[src/rtl/prog_loader.sv]
// prog_loader: program-memory writer for the CDEC core.
// Takes a length-prefixed byte stream over valid/ready and writes the payload into
// program RAM through adrs/data/wr_en. The CPU is held in reset until a full image lands.
// Optional feature macro: CHECKSUM_EN adds a trailing checksum byte that must make the
// 8-bit sum of payload + checksum equal zero.
module prog_loader #(
  parameter logic [7:0] BASE_ADRS = 8'h00,
  parameter int         TIMEOUT   = 0
) (
  input  logic       clock,
  input  logic       reset_n,
  input  logic       start,
  input  logic [7:0] in_data,
  input  logic       in_valid,
  output logic       in_ready,
  output logic [7:0] adrs,
  output logic [7:0] data,
  output logic       wr_en,
  output logic       busy,
  output logic       done,
  output logic       error,
  output logic       cpu_hold
);

  typedef enum logic [2:0] {
    IDLE,
    LEN,
    DATA,
    WRITE,
`ifdef CHECKSUM_EN
    CHK,
`endif
    DONE,
    ERR
  } state_t;

  localparam logic [31:0] TMO_LIMIT = 32'(TIMEOUT);
  localparam bit          TMO_EN    = (TIMEOUT > 0);

  state_t      state;
  state_t      next_state;
  logic [8:0]  count;
  logic [8:0]  idx;
  logic [31:0] tmo_cnt;
  logic        accept;
  logic        restart;
  logic        last_byte;
  logic        tmo_hit;

`ifdef CHECKSUM_EN
  logic [7:0]  sum;
  logic [7:0]  chk_total;
  assign chk_total = sum + in_data;
`endif

  assign accept    = in_valid && in_ready;
  assign restart   = start && ((state == IDLE) || (state == DONE) || (state == ERR));
  assign last_byte = ((idx + 9'd1) == count);
  // A byte accepted on the limit cycle suppresses the timeout.
  assign tmo_hit   = TMO_EN && !accept && ((tmo_cnt + 32'd1) == TMO_LIMIT);

  // State register.
  always_ff @(posedge clock or negedge reset_n) begin
    if (!reset_n) begin
      state <= IDLE;
    end else begin
      state <= next_state;
    end
  end

  // Next-state logic: stream sequencing, timeout abort, checksum verdict.
  always_comb begin
    next_state = state;
    case (state)
      IDLE: begin
        if (start) next_state = LEN;
      end
      LEN: begin
        if (accept)       next_state = DATA;
        else if (tmo_hit) next_state = ERR;
      end
      DATA: begin
        if (accept)       next_state = WRITE;
        else if (tmo_hit) next_state = ERR;
      end
      WRITE: begin
        if (last_byte) begin
`ifdef CHECKSUM_EN
          next_state = CHK;
`else
          next_state = DONE;
`endif
        end else begin
          next_state = DATA;
        end
      end
`ifdef CHECKSUM_EN
      CHK: begin
        if (accept)       next_state = (chk_total == 8'h00) ? DONE : ERR;
        else if (tmo_hit) next_state = ERR;
      end
`endif
      DONE: begin
        if (start) next_state = LEN;
      end
      ERR: begin
        if (start) next_state = LEN;
      end
      default: next_state = IDLE;
    endcase
  end

  // Outputs decoded from the current state; the CPU runs only once an image is complete.
  always_comb begin
    in_ready = 1'b0;
    wr_en    = 1'b0;
    busy     = 1'b0;
    done     = 1'b0;
    error    = 1'b0;
    cpu_hold = 1'b1;
    case (state)
      LEN:  begin in_ready = 1'b1; busy = 1'b1; end
      DATA: begin in_ready = 1'b1; busy = 1'b1; end
      WRITE: begin wr_en = 1'b1; busy = 1'b1; end
`ifdef CHECKSUM_EN
      CHK:  begin in_ready = 1'b1; busy = 1'b1; end
`endif
      DONE: begin done = 1'b1; cpu_hold = 1'b0; end
      ERR:  begin error = 1'b1; end
      default: ;
    endcase
  end

  // Datapath: length/index bookkeeping, write address/data capture, idle counter, running sum.
  always_ff @(posedge clock or negedge reset_n) begin
    if (!reset_n) begin
      adrs    <= BASE_ADRS;
      data    <= 8'h00;
      count   <= 9'd0;
      idx     <= 9'd0;
      tmo_cnt <= 32'd0;
`ifdef CHECKSUM_EN
      sum     <= 8'h00;
`endif
    end else begin
      if (restart || accept) begin
        tmo_cnt <= 32'd0;
      end else if (in_ready) begin
        tmo_cnt <= tmo_cnt + 32'd1;
      end
`ifdef CHECKSUM_EN
      if (restart) begin
        sum <= 8'h00;
      end else if ((state == DATA) && accept) begin
        sum <= sum + in_data;
      end
`endif
      case (state)
        LEN: begin
          if (accept) begin
            count <= (in_data == 8'h00) ? 9'd256 : {1'b0, in_data};
            idx   <= 9'd0;
          end
        end
        DATA: begin
          if (accept) begin
            data <= in_data;
            adrs <= BASE_ADRS + idx[7:0];
          end
        end
        WRITE: begin
          idx <= idx + 9'd1;
        end
        default: ;
      endcase
    end
  end

endmodule

[config.mk]
export PLATFORM = sky130hd
export DESIGN_NAME = prog_loader
export DESIGN_NICKNAME = d
export VERILOG_FILES = /design/src/rtl/prog_loader.sv
export SDC_FILE = /design/constraint.sdc
export NUM_CORES = 1
export LEC_CHECK = 0
export ABC_AREA = 1
export CAP_MARGIN = 20
export CORE_MARGIN = 2
export CORE_UTILIZATION = 51
export DETAILED_ROUTE_END_ITERATION = 8
export PLACE_DENSITY = 0.78
export SYNTH_ARGS = -nofsm -noshare
export SYNTH_HDL_FRONTEND = slang
export SYNTH_SLANG_ARGS = --single-unit
[constraint.sdc]
create_clock -name clock -period 2.1 [get_ports clock]
set_clock_uncertainty 0.1 [all_clocks]
set_input_delay 0.21 -clock clock [delete_from_list [all_inputs] [get_ports clock]]
set_output_delay 0.21 -clock clock [all_outputs]
set_load 0.02 [all_outputs]
==> results.txt, run 1 <==
- The detail route stage leaves a number of antenna-violating nets equal to 0.
- Headroom to the max-slew limit came out at 46.7%.
* Clk root buf: sky130_fd_sc_hd__clkbuf_4
- Vias in the first global route: 1499
- Wirelength per Cell: between 10 and 15 µm
- The count of buffers added on input and output ports is 33.
- For this block, the initial DRC count from the detailed router was 129.
- TritonCTS sink count: 37
* Inserted Diodes: 0
* Half-perimeter wire length after placement: 2800 µm
- Clock Pin Slew Worst Setup and Hold Paths: 0.12 ns
- Clock insertion delay at the later pin of the skew report: 0.35 ns
- In the synthesized netlist, the number of instances is 227.
- The most critical setup path has its endpoint at wr_en.
- Worst Path Class, Setup: reg -> out
- Subtracting the final worst setup slack from the clock period gives 2.00 ns.
- For flop-to-flop paths, the worst setup slack is 0.34 ns.
- The initial antenna violation count was 0.
- Of the cells placed in the final design, the portion with a size suffix greater than 1 is 9.29%.
- Share of the yosys chip area belonging to registers: 50.6%
- For this design the static power due to leakage is ~0.0011 µW.
- Leaving out fill and tap cells, the most frequent cell in the layout is sky130_fd_sc_hd__nand2_1.
- Total Routed Length: 3800 µm
- In this run the post-CTS setup repair buffer count came out at 0.
* Synthesized flop and latch total: 37
* Largest fanout on the critical path: 5
* Overall power: between 3000 and 4000 µW
* Worst setup startpoint: state[1]
- The flow ran to the end, and the final reports show no timing, DRC or antenna violations.
- The worst register-to-register path has a depth of 9.
- Initial core utilization: 54.0%
* Post-synthesis to final-layout area growth: 27.2%
* Slew at the pin closest to its max-slew limit: 0.799 ns
- Global-route wire length before repair: 6620 µm
- Overall overflow remaining after global route: 0
* Routability-driven placement congestion ratio: 0.864
* Pwr dens: 1450 mW/mm²
- The startpoint identified for the worst register-to-register timing path is idx[0].
* Pin count of the biggest net entering global routing: 38
- Combined flip-flop and latch cell area: 927 µm²
- Yosys mapped the design onto 24 distinct sky130hd cell types.
- Setup violations remaining at the end of the flow were counted as 0.
- Die area: 0.00408 mm²
- Commonest cells after routing, fill and taps aside: sky130_fd_sc_hd__nand2_1 (63), sky130_fd_sc_hd__dfrtp_1 (36), sky130_fd_sc_hd__inv_1 (35)
- For this run, design rule violations remaining after detail routing come to 0.
- Dividing the synthesized area by the synthesized cell count gives 8.06 µm².
- Net count, final: ~280
* Upper clock frequency limit: about 0.50 GHz
* Syn nets: 240
* CTS max path bufs: 2
* Number of endpoints with negative hold slack in the final report: 0
- Final number of max-transition violations: 0
- Number of I/O pins: 34
* Die extent in x: 63.9 µm
- For the final routed database, the setup TNS stands at 0 ns.
- The core region is 0.00339 mm².
- STA classifies the critical path endpoint as an output port.
* Number of rows created at floorplan: 21
* Number of buffers inserted during clock tree synthesis: 5
* Post-Synthesis Cell Area: 0.00183 mm²
- The first TritonRoute pass finished after 4 iterations.
- TritonCTS built the clock tree.
- At the worst endpoint, the arrival time is 1.69 ns.
- Class of the tightest hold or removal check: in -> reg
- Overall routing resource usage: 21.0%
- Setup repair after global routing left no endpoint under its margin.
* Startpoint class of the critical path: flip-flop
* Via count: 1617
* Combined area of the multi-input logic cells: 758 µm²
- Max-cap violations: 0
- H-tree level count: 2
- The filler cells instantiated in the layout total approximately 270.
* Total of warnings raised by yosys: 0
* Max rail drop VDD: 0.687 mV
* Endpoint of the lowest-slack register-to-register path: state[1]
- The final critical path takes up 95.2% of the cycle.
- In the routed layout, each cell is associated on average with a via count of approximately 5.1.
- The die is 63.9 µm tall.
* Required time worst endpoint: 1.79 ns
-- power by group --
part	leakage (µW)	switching [µW]	internal (µW)
Sequential	0.000480	253	1010
Combinational	0.000611	925	689
Clock	0.0000414	251	252
Total	0.00113	1430	1950
-- critical path, cell delays in order (launching register included) --
cell	delay (ns)
sky130_fd_sc_hd__dfrtp_1	0.44
sky130_fd_sc_hd__nand2_1	0.13
sky130_fd_sc_hd__nor2_2	0.15
sky130_fd_sc_hd__clkdlybuf4s50_1	0.63
-- area by class of cell --
| cell class | count | area share [%] |
|---|---|---|
| clock buffer | 5 | 1.61 |
| inverter | 35 | 5.64 |
| tap | 46 | 2.47 |
| timing repair buffer | 38 | 15.9 |
| multi-input combinational | 151 | 32.6 |
| clock inverter | 3 | 1.99 |
| sequential | 37 | 39.8 |
-- state kept, by name, indices dropped and copies added, names as in the netlist --
| signal | flops |
|---|---|
| idx | 9 |
| adrs | 8 |
| count | 9 |
| state | 3 |
| data | 8 |
-- metrics by stage --
| stage | hold slack, ns | area, µm² | std cells | worst slack [ns] | util [%] |
|---|---|---|---|---|---|
| global placement | 0.243 | 2230 | 306 | 0.343 | 65.7 |
| finish | 0.346 | 2330 | 315 | 0.100 | 68.7 |
| CTS | 0.335 | 2320 | 315 | 0.0326 | 68.5 |
| detailed placement | 0.244 | 2230 | 306 | 0.340 | 65.7 |
| global route | 0.360 | 2330 | 315 | 0.0226 | 68.7 |
| floorplan | -0.186 | 1830 | 227 | 0.500 | - |
-- Yosys cell counts --
cell | instances | area (µm²)
sky130_fd_sc_hd__a21oi_2 | 1 | 8.76
sky130_fd_sc_hd__clkbuf_1 | 4 | 15.0
sky130_fd_sc_hd__dfrtp_1 | 37 | 926
sky130_fd_sc_hd__ha_1 | 1 | 12.5
sky130_fd_sc_hd__inv_1 | 35 | 131
sky130_fd_sc_hd__nand2_1 | 63 | 236
sky130_fd_sc_hd__nand2_2 | 3 | 18.8
sky130_fd_sc_hd__nand3_1 | 18 | 90.1
sky130_fd_sc_hd__nand3_2 | 2 | 20.0
sky130_fd_sc_hd__nand3b_1 | 1 | 7.51
sky130_fd_sc_hd__nand4_1 | 5 | 31.3
sky130_fd_sc_hd__nor2_1 | 8 | 30.0
sky130_fd_sc_hd__nor2_2 | 4 | 25.0
sky130_fd_sc_hd__nor2_4 | 1 | 11.3
sky130_fd_sc_hd__o21ai_0 | 30 | 150
sky130_fd_sc_hd__o21ai_1 | 2 | 10.0
sky130_fd_sc_hd__o21bai_1 | 1 | 7.51
sky130_fd_sc_hd__o22ai_1 | 4 | 25.0
sky130_fd_sc_hd__o32ai_1 | 1 | 8.76
sky130_fd_sc_hd__o41ai_1 | 1 | 8.76
sky130_fd_sc_hd__or4_1 | 1 | 7.51
sky130_fd_sc_hd__xnor2_1 | 1 | 8.76
sky130_fd_sc_hd__xnor3_1 | 1 | 22.5
sky130_fd_sc_hd__xor2_1 | 2 | 17.5
-- metal layers --
layer	global-route usage (%)	wire length (µm)
met5	0	0
met4	11.7	106
met3	3.87	186
met2	31.0	1680
met1	29.2	1830
-- cell families (layout without fill, tap and decap cells) --
| logic type | count (synthesis) | count (layout) | synth area share, % |
|---|---|---|---|
| and+or+nand+nor | 106 | 106 | 26.1 |
| buffers and inverters | 39 | 81 | 8.00 |
| DFF | 37 | 37 | 50.6 |
| AOI/OAI and AO/OA | 40 | 40 | 12.0 |
| adders and majority gates | 1 | 1 | 0.683 |
| xor gates and xnor gates | 4 | 4 | 2.67 |
-- worst min path at each step --
stage,cells after the start,end,start,slack [ns]
2_1_floorplan,0,adrs[0],reset_n,-0.19
3_3_place_gp,1,idx[3],reset_n,0.24
3_5_place_dp,1,idx[3],reset_n,0.24
4_1_cts,3,data[4],in_data[4],0.33
5_1_grt,3,data[4],in_data[4],0.36
6_report,3,data[4],in_data[4],0.35
-- timing repair --
item                                   in CTS  in global routing
hold buffers                                1                  0
resized for setup                           3                  3
endpoints found under the hold margin      37                  0
cloned                                      0                  0
setup endpoints to repair                   4                  3
(Power assumes the default switching activity.)
==> run 2, diff against run 1 <==
--- a/config.mk
+++ b/config.mk
@@ -8,9 +8,9 @@
 export ABC_AREA = 1
 export CAP_MARGIN = 20
 export CORE_MARGIN = 2
-export CORE_UTILIZATION = 51
+export CORE_UTILIZATION = 46
 export DETAILED_ROUTE_END_ITERATION = 8
-export PLACE_DENSITY = 0.78
+export PLACE_DENSITY = 0.75
 export SYNTH_ARGS = -nofsm -noshare
 export SYNTH_HDL_FRONTEND = slang
 export SYNTH_SLANG_ARGS = --single-unit
==> constraint.sdc (replaced) <==
create_clock -name clock -period 1.8 [get_ports clock]
set_clock_uncertainty 0.1 [all_clocks]
set_input_delay 0.18 -clock clock [delete_from_list [all_inputs] [get_ports clock]]
set_output_delay 0.18 -clock clock [all_outputs]
set_load 0.02 [all_outputs]
==> results.txt, run 2 (same netlist as run 1, synthesis figures left out) <==
- Run status: completed (unchanged).
- The residual overflow from global routing is 0 (unchanged).
* Relative slew margins: 70.0% (was 46.7%)
- Max-cap violations: 0 (unchanged)
* Pwr dens: 1720 mW/mm² (was 1450 mW/mm²)
- Commonest non-fill, non-tap cell in the layout: sky130_fd_sc_hd__nand2_1 (unchanged)
- The clock-pin slew on the worst setup and hold paths is 0.08 ns (was 0.12 ns).
- Required time worst endpoint: 1.52 ns (was 1.79 ns)
- Antenna violations before repair: 0 (unchanged)
- Average vias per placed instance: 5.00 (was 5.13)
- Slew at the pin closest to its max-slew limit: 0.451 ns (was 0.799 ns)
- The wire length per cell came to 11.9 µm (was 12.1 µm).
- The die outline height was 67.1 µm (was 63.9 µm).
- The standby leakage power was 0.00115 µW (was 0.00113 µW).
- Post-synthesis to final-layout area growth: 29.5% (was 27.2%)
- Internal power: 2410 µW (was 1950 µW)
- The switching power came to 1670 µW (was 1430 µW).
* Number of detailed-route iterations in the first pass: 4 (unchanged)
- Fill count: 354 (was 266)
- The type of the worst setup path was reg -> out (unchanged).
- Global-route wire length before repair: 6440 µm (was 6620 µm)
* Clk pwr share: 17.3% (was 14.9%)
- Biggest regs: count x9, idx x9 (unchanged).
* Number of instances in the placed design: 311 (was 306)
- TritonCTS sink count: 37 (unchanged)
- The depth of the CTS H-tree was 2 (unchanged).
* Residual DRC: 0 (unchanged)
* Vias in the first global route: 1398 (was 1499)
- The CTS tree is built (unchanged).
- Inserted Diodes: 0 (unchanged)
- Upper clock frequency limit: 0.596 GHz
- The category of the worst setup path launch point is a flip-flop (unchanged).
* Std-Cell Core Area: 0.00374 mm² (was 0.00339 mm²)
* Total non-filler cell area in the finished layout: 0.00237 mm² (was 0.00233 mm²)
- Via count: 1604 (was 1617)
- The buffer levels on the longest clock path is 2 (unchanged).
- Commonest cells after routing, fill and taps aside: sky130_fd_sc_hd__nand2_1 (63), sky130_fd_sc_hd__dfrtp_1 (37), sky130_fd_sc_hd__inv_1 (35) (was sky130_fd_sc_hd__nand2_1 (63), sky130_fd_sc_hd__dfrtp_1 (36), sky130_fd_sc_hd__inv_1 (35))
- The final antenna-violating net count was 0 (unchanged).
- The total number of placement rows came to 22 (was 21).
* Setup WS post-layout: 0.123 ns (was 0.100 ns)
* Finished Layout Cells: 321 (was 315)
* Starting DRC count in detailed routing: 179 (was 129)
* Half-perimeter wire length after placement: 2840 µm (was 2800 µm)
- The root buffer selected by CTS is sky130_fd_sc_hd__clkbuf_8 (was sky130_fd_sc_hd__clkbuf_4).
- Overall power: 4080 µW (was 3380 µW)
- The pre-CTS setup slack was 0.108 ns (was 0.340 ns).
- Initial core utilization: 48.9% (was 54.0%)
- The total wire length came to 3830 µm (was 3800 µm).
- The number of nets in the finished design was 285 (was 281).
- The number of buffers inserted during clock tree synthesis came to 5 (unchanged).
- Counting I/O delays and the setup requirement, the final critical path takes 1.68 ns.
- Routability-driven placement congestion ratio: 0.878 (was 0.864)
- Ratio of cells with drive above 1 in the final layout: 10.6% (was 9.29%)
- Largest fanout on the critical path: 5 (unchanged)
* Slowest cell on crit path: sky130_fd_sc_hd__dfrtp_1 (was sky130_fd_sc_hd__clkdlybuf4s50_1)
- The switching power as a share of total power came to 41.0% (was 42.3%).
- Post-Place Cell Area: 0.00226 mm² (was 0.00223 mm²)
* Type of element capturing the critical path: output port (unchanged)
- Die extent in x: 67.1 µm (was 63.9 µm)
- The overall die area is 0.00450 mm² (was 0.00408 mm²).
- The worst-skew pair later-pin latency was 0.29 ns (was 0.35 ns).
- The maximum cell stage delay along the critical path came to 0.43 ns (was 0.63 ns).
- The setup TNS was 0 ns (unchanged).
* Total of buffers placed on input and output ports: 33 (unchanged)
- Unrepaired setup endpoints after global routing: false (unchanged)
* Period utilization: 93.2%
- The largest net degree at the start of global routing was 38 (unchanged).
* Number of I/O pins: 34 (unchanged)
- List of cells traversed by the critical path: nand2_1 > nor2_2 > dlygate4sd2_1 (was nand2_1 > nor2_2 > clkdlybuf4s50_1)
- The final setup violation count was 0 (unchanged).
- The max-slew violation total from the final report is 0 (unchanged).
- Number of endpoints with negative hold slack in the final report: 0 (unchanged)
- The largest voltage drop on the vdd net was 1.09 mV (was 0.687 mV).
* Part of the total power dissipated in combinational logic: 47.1% (was 47.8%)
* Overall routing resource usage: 19.2% (was 21.0%)
* Class of the tightest hold or removal check: in -> async (was in -> reg)
- The worst endpoint data arrival time is 1.40 ns (was 1.69 ns).
- Part of the power in registers: 35.6% (was 37.3%)
-- run 2: stage by stage --
| step | util, % | hold slack [ns] |
|---|---|---|
| detailed placement | 60.3 | 0.372 |
| global route | 63.3 | 0.255 |
| CTS | 63.5 | 0.224 |
| global placement | 60.3 | 0.366 |
| finish | 63.3 | 0.202 |
| floorplan | - | -0.216 |
-- run 2: power groups by stage --
stage	clock network, µW	logic, µW	registers (µW)
3_5_place_dp	0	1960	1460
2_1_floorplan	0	1040	1610
3_3_place_gp	0	1930	1450
4_1_cts	728	1940	1450
6_report	706	1920	1450
5_1_grt	765	2140	1500
-- run 2: per-layer routing --
layer / global-route usage, % / vias up / wire length (µm)
li1: - / 820 / -
met1: 27.2 / 751 / 1920
met2: 29.0 / 31 / 1740
met3: 5.57 / 2 / 148
met4: 4.59 / 0 / 18
met5: 0 / - / 0
-- run 2: area by class of cell --
class	count	area (µm²)	area share [%]
clock buffer	6	72.6	3.06
clock inverter	2	38.8	1.64
inverter	35	131	5.54
multi-input combinational	151	758	32.0
sequential	37	926	39.1
tap	48	60.1	2.53
timing repair buffer	42	384	16.2
-- run 2: final timing paths --
check / slack [ns] / endpoint / start / depth (start not counted)
worst max-delay path: 0.12 / wr_en / state[1] / 3
worst min-delay path: 0.20 / data[0] / reset_n / 2
worst max register to register: 0.14 / state[1] / idx[1] / 12
worst min register to register: 0.38 / adrs[6] / adrs[6] / 2
max in group asynchronous: 1.07 / adrs[7] / reset_n / 2
min in group clock: 0.38 / adrs[6] / adrs[6] / 2
-- run 2: what timing repair did --
item | in CTS | in global routing
endpoints found under the setup margin | 6 | 3
pin swaps | 0 | 0
hold buffers | 0 | 0
setup buffers | 2 | 0
resized for setup | 6 | 5
-- run 2: critical path: cells and delay by family, from the launching register on --
kind                   cells  cell delay, ns
DFF                        1            0.43
and+or+nand+nor            2            0.32
buffers and inverters      1            0.36
